`src/rtl/gpa_fhdo_dac_iface_pkg.sv`:
```
// Shared definitions for the GPA-FHDO DAC80504 SPI interface: FSM states,
// data word field positions and DAC80504 register addresses.
package gpa_fhdo_dac_iface_pkg;

    typedef enum logic [1:0] {
        ST_IDLE  = 2'd0,
        ST_LEAD  = 2'd1,
        ST_SHIFT = 2'd2,
        ST_GAP   = 2'd3
    } state_e;

    localparam int FRAME_BITS = 24;

    localparam int CH_MSB    = 26;
    localparam int CH_LSB    = 25;
    localparam int LAST_BIT  = 24;
    localparam int FRAME_MSB = 23;

    localparam logic [7:0] REG_NOP    = 8'h00;
    localparam logic [7:0] REG_CONFIG = 8'h03;
    localparam logic [7:0] REG_GAIN   = 8'h04;
    localparam logic [7:0] REG_DAC0   = 8'h08;
    localparam logic [7:0] REG_DAC1   = 8'h09;
    localparam logic [7:0] REG_DAC2   = 8'h0A;
    localparam logic [7:0] REG_DAC3   = 8'h0B;

    // CS# is asserted in every state that belongs to an active frame.
    function automatic logic frame_active(input state_e s);
        return (s == ST_LEAD) || (s == ST_SHIFT);
    endfunction

endpackage

```
`src/rtl/gpa_fhdo_spi_clkdiv.sv`:
```
// Half-period tick generator: tick_o pulses once every (div+1) clk cycles,
// restarting from a freshly latched divider whenever start_i is asserted.
module gpa_fhdo_spi_clkdiv (
    input  logic       clk,
    input  logic       rst_n,
    input  logic       start_i,
    input  logic [5:0] div_i,
    output logic       tick_o
);

    logic [5:0] div_q, div_d;
    logic [5:0] cnt_q, cnt_d;

    always_comb begin
        div_d = div_q;
        cnt_d = cnt_q;
        if (start_i) begin
            div_d = div_i;
            cnt_d = div_i;
        end else if (cnt_q == 6'd0) begin
            cnt_d = div_q;
        end else begin
            cnt_d = cnt_q - 6'd1;
        end
    end

    always_ff @(posedge clk or negedge rst_n) begin
        if (!rst_n) begin
            div_q <= 6'd0;
            cnt_q <= 6'd0;
        end else begin
            div_q <= div_d;
            cnt_q <= cnt_d;
        end
    end

    assign tick_o = (cnt_q == 6'd0);

endmodule

```
`src/rtl/gpa_fhdo_dac_iface.sv`:
```
// SPI master for the DAC80504 on the GPA-FHDO board: sends the low 24 bits of
// each sequencer word MSB-first with SCLK idling high and registered pins.
module gpa_fhdo_dac_iface
    import gpa_fhdo_dac_iface_pkg::*;
(
    input  logic        clk,
    input  logic        rst_n,
    input  logic [31:0] data_i,
    input  logic        valid_i,
    input  logic [5:0]  spi_clk_div_i,
    output logic        busy_o,
    output logic        fhd_clk_o,
    output logic        fhd_sdo_o,
    output logic        fhd_csn_o,
    input  logic        fhd_sdi_i
);

    localparam logic [4:0] LAST_IDX = 5'(FRAME_BITS - 1);

    state_e      state_q, state_d;
    logic [23:0] shreg_q, shreg_d;
    logic [4:0]  bit_q, bit_d;
    logic        phase_q, phase_d;
    logic        csn_q, csn_d;
    logic        sclk_q, sclk_d;
    logic        sdo_q, sdo_d;
    logic        start;
    logic        tick;

    // Grouping fields and readback are owned by upstream logic / future revisions.
    logic unused_ok;
    assign unused_ok = ^{data_i[31:FRAME_MSB+1], fhd_sdi_i};

    gpa_fhdo_spi_clkdiv u_clkdiv (
        .clk     (clk),
        .rst_n   (rst_n),
        .start_i (start),
        .div_i   (spi_clk_div_i),
        .tick_o  (tick)
    );

    // phase_q: in SHIFT, 0 = SCLK low half, 1 = SCLK high half; in GAP, half index.
    always_comb begin
        state_d = state_q;
        shreg_d = shreg_q;
        bit_d   = bit_q;
        phase_d = phase_q;
        start   = 1'b0;
        case (state_q)
            ST_IDLE: begin
                if (valid_i) begin
                    start   = 1'b1;
                    state_d = ST_LEAD;
                    shreg_d = data_i[FRAME_MSB:0];
                    bit_d   = 5'd0;
                    phase_d = 1'b0;
                end
            end
            ST_LEAD: begin
                if (tick) begin
                    state_d = ST_SHIFT;
                    phase_d = 1'b0;
                end
            end
            ST_SHIFT: begin
                if (tick) begin
                    if (!phase_q) begin
                        phase_d = 1'b1;
                        if (bit_q != LAST_IDX) begin
                            shreg_d = {shreg_q[22:0], 1'b0};
                        end
                    end else begin
                        phase_d = 1'b0;
                        if (bit_q == LAST_IDX) begin
                            state_d = ST_GAP;
                        end else begin
                            bit_d = bit_q + 5'd1;
                        end
                    end
                end
            end
            ST_GAP: begin
                if (tick) begin
                    if (!phase_q) begin
                        phase_d = 1'b1;
                    end else begin
                        state_d = ST_IDLE;
                        phase_d = 1'b0;
                    end
                end
            end
            default: state_d = ST_IDLE;
        endcase

        csn_d  = !frame_active(state_d);
        sclk_d = !((state_d == ST_SHIFT) && !phase_d);
        sdo_d  = frame_active(state_d) ? shreg_d[23] : 1'b0;
    end

    always_ff @(posedge clk or negedge rst_n) begin
        if (!rst_n) begin
            state_q <= ST_IDLE;
            bit_q   <= 5'd0;
            phase_q <= 1'b0;
            csn_q   <= 1'b1;
            sclk_q  <= 1'b1;
            sdo_q   <= 1'b0;
        end else begin
            state_q <= state_d;
            bit_q   <= bit_d;
            phase_q <= phase_d;
            csn_q   <= csn_d;
            sclk_q  <= sclk_d;
            sdo_q   <= sdo_d;
        end
    end

    always_ff @(posedge clk) begin
        shreg_q <= shreg_d;
    end

    assign busy_o    = (state_q != ST_IDLE);
    assign fhd_csn_o = csn_q;
    assign fhd_clk_o = sclk_q;
    assign fhd_sdo_o = sdo_q;

endmodule

```
`config.mk`:
```
export PLATFORM = sky130hd
export DESIGN_NAME = gpa_fhdo_dac_iface
export DESIGN_NICKNAME = d
export VERILOG_FILES = /design/src/rtl/gpa_fhdo_dac_iface_pkg.sv /design/src/rtl/gpa_fhdo_spi_clkdiv.sv /design/src/rtl/gpa_fhdo_dac_iface.sv
export SDC_FILE = /design/constraint.sdc
export NUM_CORES = 1
export LEC_CHECK = 0
export ABC_CLOCK_PERIOD_IN_PS = 2870
export CAP_MARGIN = 30
export CORE_ASPECT_RATIO = 1.75
export CORE_MARGIN = 4
export CORE_UTILIZATION = 51
export CTS_CLUSTER_DIAMETER = 50
export DETAILED_ROUTE_END_ITERATION = 12
export HOLD_SLACK_MARGIN = 0.03
export PLACE_DENSITY = 0.8
export SLEW_MARGIN = 25
export SYNTH_ARGS = -nofsm -noshare
export SYNTH_HDL_FRONTEND = slang
export SYNTH_SLANG_ARGS = --single-unit
```
`constraint.sdc`:
```
create_clock -name clk -period 2.87 [get_ports clk]
set_clock_uncertainty 0.15 [all_clocks]
set_input_delay 0.574 -clock clk [delete_from_list [all_inputs] [get_ports clk]]
set_output_delay 0.574 -clock clk [all_outputs]
set_load 0.02 [all_outputs]
```
==> results.md <==
* Outcome: finished clean
* Clock sink total at 47
* Setup Crit Path Kind: register to output port
* Worst Path Max Fanout at 12
* Nets at 275
* Largest family of logic cells by synthesized area: compound AO/OA/AOI/OAI gates
* Die W at 57.77 µm
* MaxCap Viol Count at 0
* Post-synth top area cell: edfxtp_1
* # setup viols final at 0
* Worst EP arrival at 1.67 ns
* Starting Density at 53.27%
* Layout cells sized above 1 at 10.00%
* Area share of fa/ha/maj cells after synthesis at 2.264%
* CP Launch Type: register
* Post_cts resized at 0
* IO Port Bufs at 36
* Reg power frac at 48.5%
* Simple-gate share of the synthesized area at 15.28%
* Register bit count reported by yosys at 47
* Fmax at 417.3 MHz
* CP cell instances: nor2_1, inv_1, clkdlybuf4s50_1
* Yosys Warn Count at 0
* Max H-tree Level at 2
* Num CTS Buffers at 5
* Max incr delay on CP at 0.60 ns
* CTS tree: yes
* Slowest cell on crit path: clkdlybuf4s50_1
* Die Y at 95.10 µm
* Fin cells at 279
* # Post-CTS Setup Buffers at 0
* N_diodes at 0
* Top post-synthesis cells by area: edfxtp_1, dfrtp_1, a22o_1
* Number of iterations in the first detailed-routing pass at 4
* Peak supply drop at 630.4 µV
* GPL Wtd Cong at 0.8797
* Routed via count at 1594
* Area share of the largest cell type after synthesis at 31.24%
* Critical path endpoint category: output port
* Synth Area per Inst at 11.64 µm²
* Worst EP required at 2.15 ns
* Synth cell types at 47
* Placed Cells incl. Taps at 271
* Worst path top cell family by delay: buffers and inverters
* Clk pwr share at 22.3%
* Comb pwr share at 29.2%
* Mux contribution to synthesized area at 1.811%
* Compound-Gate Fraction of Synth Area at 17.43%
* Internal at 0.001518 W
* Worst Hold Class: register to register
* Initial antenna violation count at 0
* Largest net degree at the start of global routing at 29
* Count leader, synth: nand2_1
* Post-DP HPWL at 3093 µm
* Die area at 0.005494 mm²
* DRC Markers at 0
* Root buffer cell: clkbuf_8
* RSZ-0062 raised after global routing: no
* Layout fillers at 319
* Post-CTS Hold Fix Bufs at 0
* Post-layout util at 65.90%
* Vias in the first global route at 1593
* Clock Pin Slew Worst Setup and Hold Paths at 0.08 ns
* Gate Count Post-Synth at 190
* Grt total ovfl at 0
* Initial DRC count at 29
* Synth async-reset ratio at 48.94%
* Vias/cell at 5.713
* Crit path buf inv count at 2
* Synthesized Nets at 236
* Slew Limit Headroom at 68.17%
* Sw Share at 32.55%
* Slew Viols, Final at 0
* Xor/xnor share of the synthesized area at 0.7923%
* Final wirelength at 4389 µm
* Core area at 0.004150 mm²
* Commonest cells post-synth: nand2_1, edfxtp_1, a22o_1
* Tot GR Track Use at 17.28%
* Hold slack at 0.3333 ns
* Netlist Area Pre-Place at 0.002211 mm²
* Routed len/inst at 15.73 µm
* Setup_tns at 0 ns
* Register area share after synthesis at 58.29%
* Slew @ Worst Pin at 0.4763 ns
* Ports at 46
* First-pass GRT wire length at 7113 µm
* Post-layout min period at 2.396 ns
* Fin crit share at 83.49%
* Site Rows at 31
* Clock latency on the worst-skew pair at 0.30 ns
* P_leak at 1.079 nW
* Main synth FF type: edfxtp_1
* Final ANT Viol Nets at 0
* Power Total at 0.002250 W
* Hold Vio Cnt, Final at 0
* P per Cell Area at 822.7 mW/mm²
* Area Growth Syn to Fin at 23.71%
* Net Sw Power at 0.0007325 W
* Post-synth EDFFs at 23
* Clk buf depth at 2
[worst min-delay path, stage by stage, from the launching register on]
cell	delay [ns]
dfrtp_1	0.35
nand2_1	0.05
nand2_1	0.05
[metal layers]
layer	wire (µm)	track usage, %	part of all wire (%)	up-vias
met2	2344	30.47	53	31
li1	-	-	-	778
met1	1811	19.79	41	776
met3	151	3.930	3.4	9
met4	81	7.157	1.8	0
met5	0	0	0	-
[per-stage QoR]
stage	worst slack [ns]	cell area, µm²
after floorplan	0.3767	2211
after global placement	0.4569	2614
after detailed placement	0.3877	2614
after CTS	0.4666	2735
after global routing	0.3592	2735
final	0.4737	2735
[final timing paths]
| check | from | end | slack [ns] | depth (start not counted) |
|---|---|---|---|---|
| max | state_q[1] | busy_o | 0.47 | 3 |
| min | u_clkdiv.div_q[1] | u_clkdiv.div_q[1] | 0.33 | 2 |
| max reg2reg | u_clkdiv.cnt_q[2] | fhd_clk_o | 0.52 | 7 |
| min reg2reg | u_clkdiv.div_q[1] | u_clkdiv.div_q[1] | 0.33 | 2 |
| max in group asynchronous | rst_n | fhd_csn_o | 1.80 | 2 |
| min in group asynchronous | rst_n | u_clkdiv.cnt_q[2] | 0.47 | 2 |
[state kept, by name, summed over array words and instances (netlist names)]
signal / count
u_clkdiv.div_q: 6
shreg_q: 24
phase_q: 1
bit_q: 5
state_q: 2
fhd_sdo_o: 1
fhd_csn_o: 1
u_clkdiv.cnt_q: 6
fhd_clk_o: 1
[placed cells by master, fill, tap and decap left out, types with 5 or more instances in the layout]
master / count
clkbuf_8: 6
a22o_1: 22
inv_1: 5
o21ai_0: 6
dfrtp_1: 21
nand2_1: 25
nor2_1: 10
edfxtp_1: 23
clkdlybuf4s50_1: 36
a21oi_1: 10
buf_4: 6
[area by class of cell]
class | instances | area [µm²] | area share [%]
Sequential cell | 47 | 1289 | 47.12
Multi-Input combinational cell | 127 | 835.8 | 30.56
Timing Repair Buffer | 42 | 405.4 | 14.82
Clock buffer | 6 | 82.58 | 3.019
Tap cell | 49 | 61.31 | 2.242
Clock inverter | 2 | 38.79 | 1.418
Inverter | 6 | 22.52 | 0.8234
[logic make-up after synthesis]
logic type | after synthesis
simple gates | 63
fa+ha+maj | 4
compound gates | 54
flops | 47
mux | 4
buf+inv | 16
xor+xnor | 2
[power groups by stage]
stage / Combinational (W) / Sequential [W] / Clock, W
2_1_floorplan: 0.000477 / 0.00105 / 0
3_3_place_gp: 0.000635 / 0.00109 / 0
3_5_place_dp: 0.000658 / 0.00110 / 0
4_1_cts: 0.000664 / 0.00109 / 0.000515
5_1_grt: 0.000741 / 0.00112 / 0.000539
6_report: 0.000657 / 0.00109 / 0.000502
(Power assumes the default switching activity.)
